--- config.mk ---
export PLATFORM = sky130hd
export DESIGN_NAME = hack_cpu_core
export DESIGN_NICKNAME = d
export VERILOG_FILES = /design/src/rtl/hack_cpu_core.sv
export SDC_FILE = /design/constraint.sdc
export NUM_CORES = 1
export LEC_CHECK = 0
export BUFFER_PORTS_ARGS = -buffer_cell sky130_fd_sc_hd__buf_2
export CAP_MARGIN = 20
export CORE_ASPECT_RATIO = 2
export CORE_UTILIZATION = 60
export DETAILED_ROUTE_END_ITERATION = 16
export GPL_ROUTABILITY_DRIVEN = 0
export PLACE_DENSITY_LB_ADDON = 0.1
export SYNTH_ARGS = -nofsm -noshare
export SYNTH_HDL_FRONTEND = slang
export SYNTH_SLANG_ARGS = --single-unit
--- constraint.sdc ---
create_clock -name clk -period 10.3 [get_ports clk]
set_input_delay 1.03 -clock clk [delete_from_list [all_inputs] [get_ports clk]]
set_output_delay 1.03 -clock clk [all_outputs]
set_load 0.02 [all_outputs]
--- src/rtl/hack_cpu_core.sv ---
// Hack CPU core: two-cycle FETCH/EXEC control around the Hack ALU.
// The instruction ROM and data RAM are external and synchronous. The core
// presents an address in one cycle and consumes the returned word in the next.
module hack_cpu_core #(
  parameter int ADDR_WIDTH   = 15,
  parameter int RESET_VECTOR = 0
) (
  input  logic                  clk,
  input  logic                  reset,
  output logic [ADDR_WIDTH-1:0] rom_addr,
  input  logic [15:0]           rom_data,
  output logic [ADDR_WIDTH-1:0] mem_addr,
  input  logic [15:0]           mem_rdata,
  output logic [15:0]           mem_wdata,
  output logic                  mem_we,
  output logic [ADDR_WIDTH-1:0] pc
);

  typedef enum logic {FETCH, EXEC} state_t;

  state_t                state, state_next;
  logic [15:0]           a_reg, d_reg;
  logic [ADDR_WIDTH-1:0] pc_reg;

  // Instruction fields. The ROM word is only meaningful in EXEC.
  logic [15:0] instr;
  logic        is_c, a_bit, zx, nx, zy, ny, f, no;
  logic        dst_a, dst_d, dst_m, j_lt, j_eq, j_gt;

  assign instr = rom_data;
  assign is_c  = instr[15];
  assign {a_bit, zx, nx, zy, ny, f, no} = instr[12:6];
  assign {dst_a, dst_d, dst_m}          = instr[5:3];
  assign {j_lt, j_eq, j_gt}             = instr[2:0];

  // ALU signals and commit enables.
  logic [15:0]           alu_x, alu_y, alu_f, alu_out;
  logic                  zero, neg, jump;
  logic                  exec, load_a, load_d;
  logic [ADDR_WIDTH-1:0] pc_plus1;

  // State register. Reset drops straight back to FETCH, so mem_we falls at once.
  always_ff @(posedge clk or posedge reset) begin
    // NOTE: sequential state uses non-blocking (<=) so every register samples pre-edge values.
    if (reset) state <= FETCH;
    else       state <= state_next;
  end

  // Next state: a fixed two-cycle loop with no stalls.
  always_comb begin
    state_next = FETCH;
    if (state == FETCH) state_next = EXEC;
  end

  // Output and commit decode. All of these are active only during EXEC.
  always_comb begin
    // NOTE: default every output first so that no path through this block can infer a latch.
    exec   = 1'b0;
    mem_we = 1'b0;
    load_a = 1'b0;
    load_d = 1'b0;
    if (state == EXEC) begin
      exec   = 1'b1;
      mem_we = is_c & dst_m;
      load_a = ~is_c | dst_a;
      load_d = is_c & dst_d;
    end
  end

  // Hack ALU: x = D, y = A or M. Optional zero/negate on each input, add or AND, optional negate on the output.
  always_comb begin
    alu_x   = zx ? 16'h0000 : d_reg;
    alu_x   = nx ? ~alu_x : alu_x;
    alu_y   = a_bit ? mem_rdata : a_reg;
    alu_y   = zy ? 16'h0000 : alu_y;
    alu_y   = ny ? ~alu_y : alu_y;
    alu_f   = f ? (alu_x + alu_y) : (alu_x & alu_y);
    alu_out = no ? ~alu_f : alu_f;
  end

  assign zero     = (alu_out == 16'h0000);
  assign neg      = alu_out[15];
  assign jump     = is_c & ((j_lt & neg) | (j_eq & zero) | (j_gt & ~neg & ~zero));
  assign pc_plus1 = pc_reg + ADDR_WIDTH'(1);

  // Architectural registers. A jump targets the A value from before this instruction's write.
  always_ff @(posedge clk or posedge reset) begin
    if (reset) begin
      a_reg  <= 16'h0000;
      d_reg  <= 16'h0000;
      pc_reg <= ADDR_WIDTH'(RESET_VECTOR);
    end else if (exec) begin
      if (load_a) a_reg <= is_c ? alu_out : {1'b0, instr[14:0]};
      if (load_d) d_reg <= alu_out;
      pc_reg <= jump ? a_reg[ADDR_WIDTH-1:0] : pc_plus1;
    end
  end

  assign rom_addr  = pc_reg;
  assign pc        = pc_reg;
  assign mem_addr  = a_reg[ADDR_WIDTH-1:0];
  assign mem_wdata = alu_out;

endmodule

==> flow_summary.yaml <==
worst_hold_path:
  hold_path_end: "d_reg[3]"
  hold_start: "d_reg[3]"
  whs_path_depth: 2
  hold_path_class: "register to register"
pwr:
  internal-power_uw: 686
  seqPwrFrac_pct: 25.0
  pwr-share-comb_pct: 60.0
  power_switching_uw: 629
  leakagePower_uw: 0.00236
  irDropWorstVdd_v: 0.000116
  clockPowerShare_pct: 15.1
  switching_share_pct: 47.8
  power_density_mw_per_mm2: 261
synth:
  synth_mux_area_share_pct: 11.1
  ys_ff_latch: 48
  synth_ff_type: "dfrtp_1"
  synth_simple_gate_area_share_pct: 21.2
  synth_compound_area_share_pct: 17.2
  yosysTopAreaCellShare_pct: 26.1
  synth_cell_types: 63
  yosys_warnings: 0
  synth-xor-area-share_pct: 8.56
  synth_top_family_by_area: "simple AND/OR/NAND/NOR gates"
  async_flop_share_pct: 100
  synth_fa_ha_area_share_pct: 5.05
  synthesis.area_mm2: 0.00461
  synth_area_per_cell_um2: 8.24
  yosysTopAreaCell: "dfrtp_1"
  synth_edf_count: 0
  synth_area_leaders: "dfrtp_1 (26%), mux2i_1 (8.9%), buf_4 (5.2%)"
  ys_seq_area_share_pct: 26.1
  synth_nets: 611
  synthCells: 559
sta:
  fin_crit_sh_pct: 54.8
  fmaxAchievable_ghz: 0.177
  period_minus_slack_ns: 5.64
  setup_viol: 0
  setup_ws_ns: 4.66
  clock_skew_ns: 0.00602
  worst_hold_slack_ns: 0.487
  worstMarginPinSlew_ns: 0.993
  hold_viol: 0
  slew_viol_final: 0
  rsz0062_at_grt: "no"
  tns_ns: 0
  relSlewSlack_pct: 33.6
finish:
  regArea_mm2: 0.00120
  num-nets-final: 652
  areaGrowthSynthToFinish_pct: 9.34
  drive_above_1_share_pct: 22.6
  multi_input_area_mm2: 0.00292
  nFillCells: 622
  antenna_cells: 0
global_route:
  grt.overflow.total: 0
  grt_pass1_wl_um: 19200
  grt_start_max_net_pins: 49
  antenna_found_initial: 0
  grt_usage_pct: 30.1
  grt_pass1_vias: 3989
cts:
  cts_setup_buffers: 0
  clockBufferDepth: 2
  cts_tree: "done"
  root_buffer: "clkbuf_16"
  ctsResizeCount: 0
  hold_buffers: 0
  clock-sinks: 48
  clk_latency_ns: 0.29
  cts_buffers: 5
  clkTransAtPathRegs_ns: 0.07
  htreeDepth: 2
die:
  num_rows: 44
  coreArea_mm2: 0.00732
  die_h_um: 126
  die_w_um: 64.0
  dieArea_mm2: 0.00805
  initial_core_util_pct: 62.9
  io_pins: 96
route:
  dr_wl_met2_um: 6200
  ant_nets: 0
  wl_met3_um: 377
  routed_via_density: 5.97
  dr.pass1.iters: 4
  num_vias: 4139
  drt_iter0_drc: 227
  drt-met1-wl_um: 4530
  top_layer: "met4"
  routedWlPerCell_um: 16.7
  routed_wl_um: 11600
  drc: 0
flow_run:
  drv_cap: 0
critical_path:
  required_ns: 9.27
  regToRegSetupSlack_ns: 5.59
  r2r_end: "pc[8]"
  cp-end-kind: "primary output"
  cp_max_fo: 17
  start_kind: "primary input"
  r2r-start: "a_reg[0]"
  path_class: "primary input to primary output"
  worst_ep_arrival_time_ns: 4.61
  worstRegToRegCells: 19
run_status:
  status: "completed"
place:
  preCtsSetupSlack_ns: 4.59
  dp_hpwl_um: 8580
  io_buffers: 95
## synthesized netlist by cell type (10+ instances only)
master	n
nor2b_1	10
a21oi_1	16
inv_1	28
nand3_1	13
o21ai_0	46
buf_4	32
nor2_1	37
and3_1	14
xnor2_1	26
nand2_1	48
nand2b_1	19
a22oi_1	11
ha_1	17
clkbuf_1	19
mux2i_1	41
xor2_1	19
dfrtp_1	48
## metrics by stage
step	std cells	power, uW	util (%)	instance area, um2
floorplan	559	956	-	4610
global placement	684	1090	66.1	4840
detailed placement	684	1110	66.1	4840
CTS	692	1310	68.5	5020
global route	693	1410	68.8	5040
finish	693	1310	68.8	5040
## area by class of cell
class	instances	share of cell area, %
timing repair buffer	99	10.3
inverter	29	2.16
clock buffer	6	2.76
sequential	48	23.8
tap	92	2.29
multi-input combinational	417	57.9
clock inverter	2	0.770
## power groups by stage
stage                     Combinational [uW]  Sequential (uW)  Clock (uW)
after floorplan                          603              353           0
after global routing                     860              339         208
after detailed placement                 779              331           0
after global placement                   760              326           0
after CTS                                784              328         202
final                                    788              328         198
## cells by family (layout without fill, tap and decap cells)
kind of cell	count (synthesis)	in the layout
mux	50	50
buf+inv	94	136
compound gates	118	118
flops	48	48
fa+ha+maj	18	18
simple gates	186	186
xor+xnor	45	45
## worst max path at each step
stage	from	to	slack, ns	cells after the start
after floorplan	rom_data[12]	pc[4]	4.82	20
after global placement	rom_data[12]	pc[5]	4.81	19
after detailed placement	rom_data[12]	pc[4]	4.59	20
after CTS	rom_data[12]	mem_wdata[15]	4.72	14
after global routing	rom_data[12]	mem_wdata[15]	4.41	14
final	rom_data[12]	mem_wdata[15]	4.66	14
## layout by cell type (no fill, tap or decap), types with 2 or more instances in the layout
master and n:
a211o_1 3, a211oi_1 2, a21o_1 4, a21oi_1 16, a22oi_1 11, a22oi_2 3
a31o_2 2, a31oi_1 3, and3_1 14, buf_2 95, buf_4 3, clkbuf_16 5
dfrtp_1 48, ha_1 17, inv_1 27, inv_2 2, mux2_2 9, mux2i_1 41
nand2_1 48, nand2b_1 19, nand3_1 13, nand3b_1 8, nand4_1 9, nand4b_1 4
nor2_1 37, nor2b_1 10, nor3_1 7, nor3b_1 3, nor4_2 2, o211ai_1 2
o21a_1 4, o21ai_0 46, o21ai_1 3, o311ai_0 3, or2_2 3, or3_1 4
xnor2_1 26, xor2_1 19
## metal layers
metal,up-vias,track usage [%]
met3,33,3.53
li1,2004,-
met2,109,54.1
met5,-,0
met1,1993,34.5
met4,0,14.0
## critical path: stages
cell	delay, ns
buf_2	0.40
mux2i_1	0.25
nor2_1	0.07
xor2_1	0.17
ha_1	0.47
nand2_1	0.09
o21ai_1	0.40
nand4_1	0.28
o211ai_1	0.34
nand4_1	0.14
a31oi_1	0.21
xor2_1	0.48
inv_1	0.11
buf_2	0.19
Power figures use the tool's default switching activity.
